## src/rtl/alu_sequencer_if.sv

```systemverilog
// Request, response and ALU command/data signals of the alu_sequencer.
// The slave modport is the sequencer's view; master is the requester/ALU environment.
interface alu_sequencer_if #(
    parameter int WIDTH = 16
);
    logic             req_valid;
    logic             req_ready;
    logic [3:0]       req_op;
    logic [WIDTH-1:0] req_a;
    logic [WIDTH-1:0] req_b;
    logic [7:0]       req_flags;

    logic [3:0]       alu_com;
    logic [WIDTH-1:0] alu_bus_out;
    logic [WIDTH-1:0] alu_bus_in;

    logic             rsp_valid;
    logic             rsp_ready;
    logic [WIDTH-1:0] rsp_y;
    logic [7:0]       rsp_flags;

    modport master (
        output req_valid, req_op, req_a, req_b, req_flags, rsp_ready, alu_bus_in,
        input  req_ready, alu_com, alu_bus_out, rsp_valid, rsp_y, rsp_flags
    );

    modport slave (
        input  req_valid, req_op, req_a, req_b, req_flags, rsp_ready, alu_bus_in,
        output req_ready, alu_com, alu_bus_out, rsp_valid, rsp_y, rsp_flags
    );
endinterface

```

## src/rtl/alu_sequencer.sv

```systemverilog
// Walks one request through the ALU command sequence LA,LB,LF,LOP,COMP,OY,OF and returns Y/flags.
// Optional macro ALU_SEQ_SKIPB_EN: INC/DEC (ops 5/6) skip the LB command.
module alu_sequencer #(
    parameter int WIDTH = 16
) (
    input  logic           clk,
    input  logic           reset,
    alu_sequencer_if.slave bus
);
    localparam logic [3:0] S_IDLE = 4'd0;
    localparam logic [3:0] S_LA   = 4'd1;
    localparam logic [3:0] S_LB   = 4'd2;
    localparam logic [3:0] S_LF   = 4'd3;
    localparam logic [3:0] S_LOP  = 4'd4;
    localparam logic [3:0] S_COMP = 4'd5;
    localparam logic [3:0] S_OY   = 4'd6;
    localparam logic [3:0] S_OF   = 4'd7;
    localparam logic [3:0] S_RESP = 4'd8;

    localparam logic [3:0] COM_NOP     = 4'd0;
    localparam logic [3:0] COM_LATCHA  = 4'd1;
    localparam logic [3:0] COM_LATCHB  = 4'd2;
    localparam logic [3:0] COM_LATCHF  = 4'd3;
    localparam logic [3:0] COM_LATCHOP = 4'd4;
    localparam logic [3:0] COM_OUTPUTY = 4'd5;
    localparam logic [3:0] COM_OUTPUTF = 4'd6;
    localparam logic [3:0] COM_COMPUTE = 4'd7;

    logic [3:0]       state_reg, state_next;
    logic [3:0]       op_reg;
    logic [WIDTH-1:0] a_reg, b_reg, y_reg;
    logic [7:0]       flags_reg, rsp_flags_reg;
    logic             skip_b;

`ifdef ALU_SEQ_SKIPB_EN
    // INC and DEC never read B, so its latch cycle is dropped
    assign skip_b = (op_reg == 4'd5) || (op_reg == 4'd6);
`else
    assign skip_b = 1'b0;
`endif

    always_comb begin
        state_next = state_reg;
        case (state_reg)
            S_IDLE:  if (bus.req_valid) state_next = S_LA;
            S_LA:    state_next = skip_b ? S_LF : S_LB;
            S_LB:    state_next = S_LF;
            S_LF:    state_next = S_LOP;
            S_LOP:   state_next = S_COMP;
            S_COMP:  state_next = S_OY;
            S_OY:    state_next = S_OF;
            S_OF:    state_next = S_RESP;
            S_RESP:  if (bus.rsp_ready) state_next = S_IDLE;
            default: state_next = S_IDLE;
        endcase
    end

    always_ff @(posedge clk or posedge reset) begin
        if (reset) begin
            state_reg     <= S_IDLE;
            op_reg        <= '0;
            a_reg         <= '0;
            b_reg         <= '0;
            flags_reg     <= '0;
            y_reg         <= '0;
            rsp_flags_reg <= '0;
        end else begin
            state_reg <= state_next;
            if (state_reg == S_IDLE && bus.req_valid) begin
                op_reg    <= bus.req_op;
                a_reg     <= bus.req_a;
                b_reg     <= bus.req_b;
                flags_reg <= bus.req_flags;
            end
            if (state_reg == S_OY) y_reg <= bus.alu_bus_in;
            if (state_reg == S_OF) rsp_flags_reg <= bus.alu_bus_in[7:0];
        end
    end

    // Command and data are pure decodes of state so a reset drops them at once
    always_comb begin
        bus.alu_com     = COM_NOP;
        bus.alu_bus_out = '0;
        case (state_reg)
            S_LA: begin
                bus.alu_com     = COM_LATCHA;
                bus.alu_bus_out = a_reg;
            end
            S_LB: begin
                bus.alu_com     = COM_LATCHB;
                bus.alu_bus_out = b_reg;
            end
            S_LF: begin
                bus.alu_com     = COM_LATCHF;
                bus.alu_bus_out = {{(WIDTH-8){1'b0}}, flags_reg};
            end
            S_LOP: begin
                bus.alu_com     = COM_LATCHOP;
                bus.alu_bus_out = {{(WIDTH-4){1'b0}}, op_reg};
            end
            S_COMP:  bus.alu_com = COM_COMPUTE;
            S_OY:    bus.alu_com = COM_OUTPUTY;
            S_OF:    bus.alu_com = COM_OUTPUTF;
            default: bus.alu_com = COM_NOP;
        endcase
    end

    assign bus.req_ready = (state_reg == S_IDLE);
    assign bus.rsp_valid = (state_reg == S_RESP);
    assign bus.rsp_y     = y_reg;
    assign bus.rsp_flags = rsp_flags_reg;
endmodule

```

## src/flat_wrapper.sv

```systemverilog
// flat-port wrapper written by rule: the top's interface ports become plain ports
module alu_sequencer_flat 
#(
    parameter int WIDTH = 16
)
  (clk, reset, bus_req_valid, bus_req_op, bus_req_a, bus_req_b, bus_req_flags, bus_rsp_ready, bus_alu_bus_in, bus_req_ready, bus_alu_com, bus_alu_bus_out, bus_rsp_valid, bus_rsp_y, bus_rsp_flags);
  alu_sequencer_if #(.WIDTH(WIDTH)) bus_i ();
  input  logic clk;
  input  logic reset;
  input wire logic [$bits(bus_i.req_valid)-1:0] bus_req_valid;
  input wire logic [$bits(bus_i.req_op)-1:0] bus_req_op;
  input wire logic [$bits(bus_i.req_a)-1:0] bus_req_a;
  input wire logic [$bits(bus_i.req_b)-1:0] bus_req_b;
  input wire logic [$bits(bus_i.req_flags)-1:0] bus_req_flags;
  input wire logic [$bits(bus_i.rsp_ready)-1:0] bus_rsp_ready;
  input wire logic [$bits(bus_i.alu_bus_in)-1:0] bus_alu_bus_in;
  output wire logic [$bits(bus_i.req_ready)-1:0] bus_req_ready;
  output wire logic [$bits(bus_i.alu_com)-1:0] bus_alu_com;
  output wire logic [$bits(bus_i.alu_bus_out)-1:0] bus_alu_bus_out;
  output wire logic [$bits(bus_i.rsp_valid)-1:0] bus_rsp_valid;
  output wire logic [$bits(bus_i.rsp_y)-1:0] bus_rsp_y;
  output wire logic [$bits(bus_i.rsp_flags)-1:0] bus_rsp_flags;
  assign bus_i.req_valid = bus_req_valid;
  assign bus_i.req_op = bus_req_op;
  assign bus_i.req_a = bus_req_a;
  assign bus_i.req_b = bus_req_b;
  assign bus_i.req_flags = bus_req_flags;
  assign bus_i.rsp_ready = bus_rsp_ready;
  assign bus_i.alu_bus_in = bus_alu_bus_in;
  assign bus_req_ready = bus_i.req_ready;
  assign bus_alu_com = bus_i.alu_com;
  assign bus_alu_bus_out = bus_i.alu_bus_out;
  assign bus_rsp_valid = bus_i.rsp_valid;
  assign bus_rsp_y = bus_i.rsp_y;
  assign bus_rsp_flags = bus_i.rsp_flags;
  alu_sequencer #(.WIDTH(WIDTH)) u_core (.clk(clk), .reset(reset), .bus(bus_i));
endmodule
```

## config.mk

```make
export PLATFORM = sky130hd
export DESIGN_NAME = alu_sequencer_flat
export DESIGN_NICKNAME = d
export VERILOG_FILES = /design/src/rtl/alu_sequencer_if.sv /design/src/rtl/alu_sequencer.sv /design/src/flat_wrapper.sv
export SDC_FILE = /design/constraint.sdc
export NUM_CORES = 1
export LEC_CHECK = 0
export BUFFER_PORTS_ARGS = -buffer_cell sky130_fd_sc_hd__buf_2
export CAP_MARGIN = 20
export CORE_UTILIZATION = 42
export DETAILED_ROUTE_END_ITERATION = 8
export PLACE_DENSITY = 0.71
export SLEW_MARGIN = 30
export SYNTH_ARGS = -nofsm -noshare
export SYNTH_HDL_FRONTEND = slang
export SYNTH_SLANG_ARGS = --single-unit
export TNS_END_PERCENT = 30
```

## constraint.sdc

```tcl
create_clock -name clk -period 2.5 [get_ports clk]
set_input_delay 0.375 -clock clk [delete_from_list [all_inputs] [get_ports clk]]
set_output_delay 0.375 -clock clk [all_outputs]
set_load 0.02 [all_outputs]
```

==> results of run 1 <==
-- cells in the mapped netlist (4+ instances only) --
cell type and count:
dfrtp_1 72, mux2_4 40, mux2_2 27, nor2_1 17, a22oi_1 16, buf_6 6
buf_2 5, mux2_1 5, mux2i_1 4, nand2_1 4, nor2b_1 4, o22ai_1 4
-- per-layer routing --
layer  vias up  share of wire, %  GRT usage (%)
met3        10               4.4           3.20
met2        66                48           27.8
met1      1022                46           22.9
met4         0               2.0           8.06
met5         -                 0              0
li1       1006                 -              -
-- cells in the final DEF, fill, tap and decap left out, drive strengths merged --
cell / Yosys / layout
nand3: 1 / 1
inv: 1 / 1
o21ba: 1 / 1
xor2: 2 / 2
nor3: 1 / 1
nand2b: 1 / 1
nor4b: 1 / 1
clkbuf: 3 / 11
buf: 12 / 114
nand2: 5 / 5
clkinv: 0 / 3
dfrtp: 72 / 72
mux2i: 4 / 4
or2: 2 / 2
nor4: 1 / 1
nor2: 17 / 17
and2: 1 / 1
a21oi: 1 / 1
a22oi: 16 / 16
mux2: 72 / 72
bufinv: 0 / 1
conb: 1 / 1
o22ai: 4 / 4
nor2b: 5 / 5
-- metrics by stage --
step	cells	setup slack, ns
after floorplan	224	0.300
after global placement	422	0.536
after detailed placement	422	0.476
after CTS	437	0.106
after global routing	437	0.0307
final	437	0.168
-- final timing paths --
kind / startpoint / end / slack [ns] / cells after the start
hold / removal: reset / u_core.bus.rsp_y[14]$_DFFE_PP0P_ / 0.07 / 2
min in group clk: bus_req_a[0] / u_core.a_reg[0]$_DFFE_PP0P_ / 0.26 / 2
hold reg to reg: u_core.bus.rsp_y[3]$_DFFE_PP0P_ / u_core.bus.rsp_y[3]$_DFFE_PP0P_ / 0.49 / 1
max in group asynchronous: reset / u_core.flags_reg[3]$_DFFE_PP0P_ / 1.79 / 3
setup reg to reg: u_core.state_reg[1]$_DFFE_PP0P_ / u_core.a_reg[1]$_DFFE_PP0P_ / 0.54 / 5
setup / recovery: u_core.state_reg[1]$_DFFE_PP0P_ / bus_alu_bus_out[0] / 0.17 / 5
-- cell families (layout without fill, tap and decap cells) --
| family | after synthesis | in the layout |
|---|---|---|
| muxes | 76 | 76 |
| AOI/OAI and AO/OA | 22 | 22 |
| xor gates and xnor gates | 2 | 2 |
| buffers and inverters | 16 | 130 |
| and+or+nand+nor | 35 | 35 |
| DFF | 72 | 72 |
| other | 1 | 1 |
-- layout make-up --
type                       instances  area [um^2]
clock buffer                      11          141
clock inverter                     4         45.0
fill                             620         3330
inverter                           1         3.75
multi-input combinational        136         1370
sequential                        72         1800
tap                               99          124
timing repair buffer             114          598
-- report_power, final --
group          internal (uW)  switching (uW)
sequential              1770             376
clock                    478             401
combinational           1420            1390
total                   3660            2170
-- timing repair --
action                     4_1_cts  5_1_grt
resized for setup                0        1
setup endpoints to repair        0        2
hold endpoints to repair         0        0
==> flow_summary.yaml, run 1 <==
logic_synthesis:
  synthArstFlopShare_pct: 100
  syn_area_um2: 3280
  netlist.area_leader.share_pct: 54.9
  ys_types: 28
  synth-xor-area-share_pct: 0.534
  netlist_instances: 224
  yosys-top-cells-area: "dfrtp_1 (55%), mux2_4 (18%), mux2_2 (9.3%)"
  synth_flop_cell: "dfrtp_1"
  synth_top_family_by_area: "multiplexers"
  synth-adder-area-share_pct: 0
  synth_area_leader_cell: "dfrtp_1"
  ys_seq_area_share_pct: 54.9
  synth_area_per_cell_um2: 14.7
  synth_edf_count: 0
  yosys_warnings: 0
  synth_compound_area_share_pct: 4.88
  synth_simple_gate_area_share_pct: 5.60
  ys_ff_latch: 72
  syn_nets: 288
  synth_mux_area_share_pct: 30.5
clock_network:
  clock_latency_ns: 0.34
  clockRootBuffer: "clkbuf_8"
  cts_tree: "yes"
  numCtsBuffers: 9
  htreeDepth: 3
  clock_path_buffers: 2
  cts_setup_buffers: 0
  cts-hold-fix-buffers: 0
  cts.sinks: 72
  clk_pin_slew_ns: 0.07
setup_path:
  worstPathRequired_ns: 2.12
  path_delay_family: "flip-flops"
  critPathMaxStageDelay_ns: 0.44
  cp_slowest_cell: "dfrtp_1"
  critPathBufInv: 2
  worst_setup_path_end_kind: "output port"
  critPathKind: "reg -> out"
  path_cells: "buf_4 -> nor2b_1 -> a22oi_1 -> o22ai_1 -> buf_2"
  crit_path_start_kind: "flip-flop"
  cp_max_fo: 10
  cp.arrival_ns: 1.96
place:
  place_hpwl_um: 4690
  gp_congestion: 0.779
  portBuffers: 108
  post_dp_cell_area_um2: 3890
die:
  coreArea_um2: 7410
  die_width_um: 90.4
  rows: 31
  initial_utilization_pct: 44.3
  die-area_um2: 8170
  num_io_pins: 110
  dieHeight_um: 90.4
sta:
  fmax_mhz: 429
  slew_headroom_pct: 48.8
  tightest_slew_ns: 0.768
  min_period_ns: 2.33
  final_max_slew_viol_count: 0
  rsz0062_at_grt: "no"
  hold_viol_final: 0
  finalSetupTns_ns: 0
  whs_ns: 0.0677
  fin_skew_ns: 0.00644
  finalCritPeriodShare_pct: 93.3
  finalSetupViolCount: 0
final_layout:
  fin_nets: 398
  layout-drive-gt1-share_pct: 60.1
  final_util_pct: 55.1
  diodes: 0
  design_area_um2: 4080
  synthToLayoutAreaGrowth_pct: 24.4
status:
  status: "finished clean"
detailed_routing:
  avgRoutedWirePerCell_um: 15.2
  drtIter0Drc: 92
  avgViaCountPerCell: 4.81
  dr_total_vias: 2104
  drcViolationCount: 0
  drt-pass1-iter-count: 3
  wl_um: 6640
  ant_nets: 0
power_and_ir_drop:
  power_density_nw_per_um2: 1430
  p_leak_uw: 0.00210
  p_total_uw: 5830
  vdd_drop_max_uv: 620
job:
  drv_cap: 0
worst_hold_path:
  hp-class: "in -> async"
grt:
  grt_overflow: 0
  grt_pass1_vias: 2213
  grt_max_degree: 49
  track_usage_pct: 17.3
  antenna_found_initial: 0
  grt_pass1_wl_um: 11000
Power figures use the tool's default switching activity.
==> inputs of run 2 (changes only) <==
--- a/config.mk
+++ b/config.mk
@@ -7,6 +7,7 @@
 export LEC_CHECK = 0
 export BUFFER_PORTS_ARGS = -buffer_cell sky130_fd_sc_hd__buf_2
 export CAP_MARGIN = 20
+export CORE_ASPECT_RATIO = 1.2
 export CORE_UTILIZATION = 42
 export DETAILED_ROUTE_END_ITERATION = 8
 export PLACE_DENSITY = 0.71
==> flow_summary.yaml, run 2 (synthesis gave the netlist of run 1 again) <==
setup_path:
  cp_max_fo: 13
  r2r_cells: 5
  worst_setup_path_end_kind: "output port"
  cp.arrival_ns: 1.84
  critPathMaxStageDelay_ns: 0.45
  worst_r2r_endpoint: "u_core.a_reg[9]$_DFFE_PP0P_"
  critPathKind: "reg -> out"
  crit_path_start_kind: "flip-flop"
  r2r_start: "u_core.state_reg[1]$_DFFE_PP0P_"
  path_cells: "buf_4 -> mux2_2 -> a22oi_1 -> nor2_1 -> buf_2"
  regToRegSetupSlack_ns: 0.63
  cp_slowest_cell: "dfrtp_1"
  crit_start: "u_core.state_reg[1]$_DFFE_PP0P_"
  worstPathRequired_ns: 2.12
die:
  die_width_um: 82.7
  dieHeight_um: 98.9
  initial_utilization_pct: 44.4
  rows: 34
  die-area_um2: 8180
  num_io_pins: 110
  coreArea_um2: 7400
final_layout:
  synthToLayoutAreaGrowth_pct: 26.0
  mostFrequentLayoutCells: "buf_2 (108), dfrtp_1 (72), mux2_4 (40)"
  layout-drive-gt1-share_pct: 60.3
  diodes: 0
  fin_nets: 399
  final_common_cell: "buf_2"
  final_util_pct: 55.9
worst_hold_path:
  hp-class: "in -> async"
sta:
  fmax_mhz: 452
  finalCritPeriodShare_pct: 88.6
  slew_headroom_pct: 58.6
  finalSetupTns_ns: 0
  min_period_ns: 2.21
  hold_viol_final: 0
  worst_slack_ns: 0.286
  fin_skew_ns: 0.00537
  finalSetupViolCount: 0
  final_max_slew_viol_count: 0
  tightest_slew_ns: 0.620
  rsz0062_at_grt: "no"
detailed_routing:
  ant_nets: 0
  dr_total_vias: 2124
  drtIter0Drc: 94
  drcViolationCount: 0
  drt-pass1-iter-count: 4
  avgViaCountPerCell: 4.94
  wl_um: 6540
  avgRoutedWirePerCell_um: 15.2
power_and_ir_drop:
  clock_power_share_pct: 17.8
  power_density_nw_per_um2: 1450
  p_int_uw: 3830
  p_sw_share_pct: 36.4
  vdd_drop_max_uv: 683
  p_total_uw: 6010
  pwr-share-comb_pct: 46.4
  power.switching_uw: 2190
  seqPwrFrac_pct: 35.8
  p_leak_uw: 0.00212
grt:
  grt_max_degree: 30
  grt_pass1_wl_um: 10300
  grt_overflow: 0
  track_usage_pct: 17.2
  grt_pass1_vias: 2074
  antenna_found_initial: 0
clock_network:
  clock_latency_ns: 0.34
  ctsResizeCount: 0
  cts-hold-fix-buffers: 0
  clockRootBuffer: "clkbuf_8"
  clk_pin_slew_ns: 0.07
  cts_tree: "yes"
  cts_setup_buffers: 0
  clock_path_buffers: 2
  numCtsBuffers: 9
  cts.sinks: 72
  htreeDepth: 3
place:
  portBuffers: 108
  pre_cts_ws_ns: 0.451
  gp_congestion: 0.755
  place_hpwl_um: 4660
job:
  drv_cap: 0
status:
  status: "finished clean"
[run 2: cell count changes in the layout (fill, tap and decap cells not counted)]
cell,previous run,this run
clkinv_2,3,0
clkbuf_8,10,12
clkinvlp_4,0,2
nor2b_2,2,0
buf_4,5,6
bufinv_16,1,2
clkbuf_1,1,0
nor2b_1,3,4
nor2b_4,0,1
[run 2: worst max path at each step]
stage	to	slack [ns]	cells after the start
detailed placement	u_core.bus.rsp_y[9]$_DFFE_PP0P_	0.45	4
floorplan	u_core.a_reg[0]$_DFFE_PP0P_	0.30	1
global route	bus_alu_bus_out[5]	0.14	5
CTS	bus_alu_bus_out[11]	0.16	4
finish	bus_alu_bus_out[5]	0.29	5
global placement	u_core.bus.rsp_y[6]$_DFFE_PP0P_	0.51	4
[run 2: area by class of cell]
class	count	area, um^2
Fill cell	634	3270
Sequential cell	72	1800
Multi-Input combinational cell	136	1370
Timing Repair Buffer	115	606
Clock buffer	12	165
Tap cell	90	113
Clock inverter	4	75.1
Inverter	1	3.75
[run 2: critical path, delay by kind of cell, from the launching register on]
family	cells	cell delay (ns)
flops	1	0.45
simple gates	1	0.07
mux	1	0.37
buf+inv	2	0.45
compound gates	1	0.16
[run 2: metrics by stage]
step / instance area (um^2) / instances / hold WS (ns)
after floorplan: 3280 / 224 / 0.476
after global placement: 3890 / 414 / 0.462
after detailed placement: 3890 / 414 / 0.471
after CTS: 4130 / 430 / 0.114
after global routing: 4140 / 430 / 0.154
final: 4140 / 430 / 0.107
[run 2: power by group through the flow]
stage / Combinational, uW / Clock, uW / Sequential, uW
after global placement: 2760 / 0 / 2140
after global routing: 3020 / 1150 / 2240
after CTS: 2820 / 1100 / 2150
after detailed placement: 2820 / 0 / 2160
after floorplan: 1970 / 0 / 2280
final: 2790 / 1070 / 2150
[run 2: routing by layer]
| layer | up-vias | wire length, um | GRT usage [%] |
|---|---|---|---|
| met1 | 1008 | 2980 | 24.1 |
| met3 | 16 | 478 | 3.98 |
| met4 | 0 | 207 | 10.7 |
| met5 | - | 0 | 0 |
| li1 | 1017 | - | - |
| met2 | 83 | 2870 | 23.7 |
